==> config.mk <==
export PLATFORM = sky130hd
export DESIGN_NAME = qmult_arbiter
export DESIGN_NICKNAME = d
export VERILOG_FILES = /design/src/rtl/qmult_arbiter.sv
export SDC_FILE = /design/constraint.sdc
export NUM_CORES = 2
export LEC_CHECK = 0
export ABC_AREA = 1
export CAP_MARGIN = 25
export CELL_PAD_IN_SITES_DETAIL_PLACEMENT = 1
export CELL_PAD_IN_SITES_GLOBAL_PLACEMENT = 2
export CORE_MARGIN = 4
export CORE_UTILIZATION = 40
export CTS_BUF_LIST = sky130_fd_sc_hd__clkbuf_8
export CTS_CLUSTER_DIAMETER = 50
export CTS_CLUSTER_SIZE = 40
export DETAILED_ROUTE_END_ITERATION = 12
export GPL_TIMING_DRIVEN = 0
export PLACE_DENSITY_LB_ADDON = 0.1
export SYNTH_ARGS = -nofsm -noshare
export SYNTH_HDL_FRONTEND = slang
export SYNTH_SLANG_ARGS = --single-unit
==> constraint.sdc <==
create_clock -name clk -period 20.3 [get_ports clk]
set_clock_uncertainty 0.2 [all_clocks]
set_input_delay 2.03 -clock clk [delete_from_list [all_inputs] [get_ports clk]]
set_output_delay 2.03 -clock clk [all_outputs]
set_load 0.005 [all_outputs]
==> src/rtl/qmult_arbiter.sv <==
// qmult_arbiter
//   Four-requester round-robin front end for a single Q9.22 fixed-point
//   multiplier. One operation is in flight at a time. The FSM moves
//   IDLE -> CALC -> RESP. A request is accepted in IDLE. The signed product
//   is formed and registered in CALC. The result is held in RESP until the
//   downstream side takes it.
//
// Ports
//   clk        : single clock, all state on rising edge
//   rst        : synchronous active-high reset
//   req_valid  : per-requester request valid (bit i = requester i)
//   req_ready  : per-requester accept, one-hot or zero, only in IDLE
//   req_a      : multiplicands, requester i on [N*i +: N]
//   req_b      : multipliers,   requester i on [N*i +: N]
//   rsp_valid  : result valid (high only in RESP)
//   rsp_ready  : downstream accepts the result
//   rsp_id     : index of the requester owning the result
//   rsp_data   : Q9.22 product, truncated toward negative infinity, wraps
//   rsp_ovr    : product did not fit in N bits
//   busy       : high whenever the FSM is not in IDLE

module qmult_arbiter #(
    parameter int NREQ = 4,
    parameter int N    = 32,
    parameter int Q    = 22
) (
    input  logic                      clk,
    input  logic                      rst,
    input  logic [NREQ-1:0]           req_valid,
    output logic [NREQ-1:0]           req_ready,
    input  logic [NREQ*N-1:0]         req_a,
    input  logic [NREQ*N-1:0]         req_b,
    output logic                      rsp_valid,
    input  logic                      rsp_ready,
    output logic [$clog2(NREQ)-1:0]   rsp_id,
    output logic [N-1:0]              rsp_data,
    output logic                      rsp_ovr,
    output logic                      busy
);

    localparam int IW = $clog2(NREQ);

    typedef enum logic [1:0] {
        IDLE,
        CALC,
        RESP
    } state_e;

    state_e          state_q, state_d;
    logic [IW-1:0]   lastGrant_q, lastGrant_d;
    logic [IW-1:0]   rspId_q, rspId_d;
    logic [N-1:0]    opA_q, opA_d;
    logic [N-1:0]    opB_q, opB_d;
    logic [N-1:0]    rspData_q, rspData_d;
    logic            rspOvr_q, rspOvr_d;

    logic [IW-1:0]   grantIdx;
    logic            grantValid;
    logic            accept;
    logic [N-1:0]    sliceA [NREQ];
    logic [N-1:0]    sliceB [NREQ];
    logic [2*N-1:0]  product;
    logic            unusedProductBits;

    // Unpack the flat operand buses so the granted slice can be picked by index.
    always_comb begin
        for (int i = 0; i < NREQ; i++) begin
            sliceA[i] = req_a[i*N +: N];
            sliceB[i] = req_b[i*N +: N];
        end
    end

    // Round-robin search starting just after the last grant. Scanning from
    // the farthest candidate down to the nearest lets the nearest set bit win.
    // The index wraps by plain IW-bit overflow, so NREQ must be a power of two.
    always_comb begin
        grantValid = 1'b0;
        grantIdx   = lastGrant_q;
        for (int k = NREQ; k >= 1; k--) begin
            if (req_valid[lastGrant_q + IW'(k)]) begin
                grantValid = 1'b1;
                grantIdx   = lastGrant_q + IW'(k);
            end
        end
    end

    // Ready is offered only to the chosen requester, only in IDLE, and never
    // while reset is asserted.
    always_comb begin
        req_ready = '0;
        if ((state_q == IDLE) && !rst && grantValid) begin
            req_ready[grantIdx] = 1'b1;
        end
    end

    assign accept = |(req_valid & req_ready);

    // Sign-extend both operands to 2N bits. The low 2N bits of the unsigned
    // product are then the exact signed product.
    assign product = {{N{opA_q[N-1]}}, opA_q} * {{N{opB_q[N-1]}}, opB_q};

    // The truncated fraction and the middle sign bits do not reach any output.
    assign unusedProductBits = ^{product[Q-1:0], product[2*N-2:N+Q]};

    // Next-state and datapath capture. Overflow means the bits above the kept
    // window are not all copies of the result sign bit. Only the top bit is
    // compared against the result sign.
    always_comb begin
        state_d     = state_q;
        lastGrant_d = lastGrant_q;
        rspId_d     = rspId_q;
        opA_d       = opA_q;
        opB_d       = opB_q;
        rspData_d   = rspData_q;
        rspOvr_d    = rspOvr_q;
        case (state_q)
            IDLE: begin
                if (accept) begin
                    state_d     = CALC;
                    lastGrant_d = grantIdx;
                    rspId_d     = grantIdx;
                    opA_d       = sliceA[grantIdx];
                    opB_d       = sliceB[grantIdx];
                end
            end
            CALC: begin
                rspData_d = product[N+Q-1:Q];
                rspOvr_d  = product[2*N-1] ^ product[N+Q-1];
                state_d   = RESP;
            end
            RESP: begin
                if (rsp_ready) begin
                    state_d = IDLE;
                end
            end
            default: begin
                state_d = IDLE;
            end
        endcase
    end

    // Reset parks last_grant at the top index so requester 0 is first.
    always_ff @(posedge clk) begin
        if (rst) begin
            state_q     <= IDLE;
            lastGrant_q <= IW'(NREQ - 1);
            rspId_q     <= '0;
            opA_q       <= '0;
            opB_q       <= '0;
            rspData_q   <= '0;
            rspOvr_q    <= 1'b0;
        end else begin
            state_q     <= state_d;
            lastGrant_q <= lastGrant_d;
            rspId_q     <= rspId_d;
            opA_q       <= opA_d;
            opB_q       <= opB_d;
            rspData_q   <= rspData_d;
            rspOvr_q    <= rspOvr_d;
        end
    end

    assign rsp_valid = (state_q == RESP);
    assign busy      = (state_q != IDLE);
    assign rsp_id    = rspId_q;
    assign rsp_data  = rspData_q;
    assign rsp_ovr   = rspOvr_q;

endmodule

==> impl_metrics.yaml <==
outcome:
  outcome: "finished clean"
synth:
  synthCells: 5897
  synth_cell_types: 37
  synth_seq_cells: 103
  ys_seq_area_frac: 0.0469
  ys_async_sr_fraction: 0
  synth_flop_cell: "dfxtp_1"
  synth_area_per_cell_um2: 7.46
  syn-num-nets: 7421
  synth-warning-count: 0
  syn-cell-area_um2: 44000
  synth-edff-count: 0
drt:
  drc_errors: 0
  vias_per_cell: 5.17
  postRouteAntennaNets: 0
  drt_first_pass_iters: 6
  wl_per_cell_um: 26.9
  first_iter_violations: 3046
  wl_um: 207000
  vias: 39800
global_routing:
  grt_pass1_vias: 44000
  grt_max_degree: 22
  busiest_layer: "met2"
  grt_remaining_overflow: 0
  met3_usage: 0.0669
  grt_pass1_wl_um: 297000
  grt_use_met1: 0.440
  met2_usage: 0.603
  antenna_found_initial: 12
  grt.total_usage: 0.363
placed_design:
  dpl_worst_slack_ps: 10630
  portBuffers: 302
  place.gp.congestion: 1.02
  dp.cells: 7667
  dp_hpwl_um: 182000
cts:
  htreeDepth: 3
  ctsLongestPathBuffers: 2
  hold_buffers: 0
  clk_pin_slew_worst_paths_ps: 140
  cts_tree: "done"
  post_cts_resized: 0
  clock-sinks: 103
  root_buffer: "clkbuf_8"
  clock_latency_ps: 520
  numCtsBuffers: 9
  post-cts-setup-buffers: 0
critical_path:
  cp-start-kind: "flip-flop"
  cp.arrival_ps: 10130
  crit_type: "flip-flop to flip-flop"
  crit_fanout: 12
  critPathRequiredTime_ps: 20510
  cp-end-kind: "flip-flop"
floorplanning:
  rows: 121
  core_area_um2: 109000
  die_h_um: 340
  die_x_um: 340
  ios: 304
  die_area_um2: 115000
  start_util: 0.403
timing:
  setup_viol_count_final: 0
  hold_viol: 0
  fin_crit_ps: 9930
  worst_slack_ps: 10370
  finalCritPeriodShare: 0.489
  final-max-slew-violation-count: 0
  timing.setup.tns_ps: 0
  worst_pin_slew_ps: 1190
  max_freq_mhz: 101
  rsz0062_at_grt: "false"
  slew_headroom: 0.209
power:
  power_uw: 8200
  p_leak_uw: 0.0273
  p_per_area_nw_per_um2: 164
  vdd_drop_max_mv: 0.207
layout:
  area_growth_pct: 13.8
  final_cell_mix: "inv_1, nand2_1, fa_1, clkdlybuf4s50_1, nor2_1"
  nets: 7798
  final_common_cell: "inv_1"
  drive_gt1_frac: 0.0220
  fin_cells: 7698
  fin_util: 0.459
worst_hold_path:
  hold_path_class: "flip-flop to flip-flop"
job:
  max_cap_viol_count: 0
==> report_power, final <==
part	switching, µW	internal (µW)
Sequential	43.3	253
Combinational	5120	2610
Clock	112	61.9
Total	5280	2920
==> cell type report <==
class                           instances  area (µm²)
Multi-Input combinational cell       3688       33900
Sequential cell                       103        2060
Clock buffer                            9         124
Fill cell                           13700       59000
Clock inverter                          7         113
Inverter                             1788        6710
Buffer                                318        1350
Tap cell                             1414        1770
Timing Repair Buffer                  366        4030
Antenna cell                            5        12.5
==> kinds of logic after synthesis <==
group	Yosys count	synth area share
adders and majority gates	1261	0.543
DFF	103	0.0469
buffers and inverters	2106	0.183
and+or+nand+nor	2244	0.202
xor gates and xnor gates	10	0.00199
AOI/OAI and AO/OA	173	0.0223
==> cell usage after synthesis (2+ instances only) <==
cell | instances | area share
inv_2 | 5 | 0.00043
o221ai_1 | 2 | 0.00040
buf_4 | 11 | 0.0019
nand2_1 | 1679 | 0.14
xnor2_1 | 4 | 0.00080
nand3_1 | 188 | 0.021
nand4_1 | 69 | 0.0098
a21o_1 | 7 | 0.0012
o21ai_1 | 2 | 0.00023
nor3_1 | 16 | 0.0018
o21ai_0 | 45 | 0.0051
ha_1 | 180 | 0.051
and3_1 | 3 | 0.00043
nor2_1 | 278 | 0.024
clkbuf_1 | 263 | 0.022
inv_1 | 1782 | 0.15
a31oi_1 | 3 | 0.00043
a21boi_0 | 3 | 0.00051
nor3b_1 | 2 | 0.00034
fa_1 | 1081 | 0.49
buf_2 | 29 | 0.0033
dfxtp_1 | 103 | 0.047
nor4_1 | 3 | 0.00043
o21bai_1 | 19 | 0.0032
and2_1 | 3 | 0.00043
o21a_1 | 2 | 0.00034
buf_1 | 5 | 0.00043
a21oi_1 | 81 | 0.0092
xor2_1 | 6 | 0.0012
o211ai_1 | 7 | 0.0012
buf_6 | 10 | 0.0026
==> state kept, by name, indices dropped and copies added (netlist names) <==
name and count:
lastGrant_q 2, opA_q 32, opB_q 32, rsp_data 32, rsp_id 2, rsp_ovr 1, state_q 2
==> per-stage QoR <==
step / area, µm² / hold WS, ps
5_1_grt: 50000 / 328
6_report: 50000 / 282
3_3_place_gp: 48800 / 248
3_5_place_dp: 49600 / 265
2_1_floorplan: 44000 / 258
4_1_cts: 49900 / 285
==> final timing paths <==
| path | start | endpoint | slack, ps | cells after the start |
|---|---|---|---|---|
| worst min register to register | rsp_id[1]$_SDFFE_PP0P_ | rsp_id[1]$_SDFFE_PP0P_ | 280 | 2 |
| worst max register to register | opB_q[3]$_SDFFE_PP0P_ | rsp_data[27]$_SDFFE_PP0N_ | 10370 | 26 |
| worst max-delay path | opB_q[3]$_SDFFE_PP0P_ | rsp_data[27]$_SDFFE_PP0N_ | 10370 | 26 |
| worst min-delay path | rsp_id[1]$_SDFFE_PP0P_ | rsp_id[1]$_SDFFE_PP0P_ | 280 | 2 |
==> critical path, stage by stage, from the launching register on <==
cell and delay [ps]:
dfxtp_1 330, clkbuf_1 420, clkbuf_1 920, nand2_1 130, inv_1 150, fa_1 430, inv_1 130, fa_1 420
inv_1 130, fa_1 570, fa_1 1060, inv_1 430, fa_1 590, inv_1 50, fa_1 560, fa_1 440
fa_1 470, ha_1 390, nand2_1 80, inv_1 100, nand2_1 150, nor3_1 690, nand4_1 490, nand4_1 220
nand3_1 110, nand2_1 90, inv_1 40
==> layer usage <==
| metal | wire (µm) | up-vias |
|---|---|---|
| li1 | - | 17100 |
| met1 | 78900 | 20700 |
| met2 | 96500 | 1521 |
| met3 | 15800 | 448 |
| met4 | 15600 | 6 |
| met5 | 38 | - |
Power figures use the tool's default switching activity.
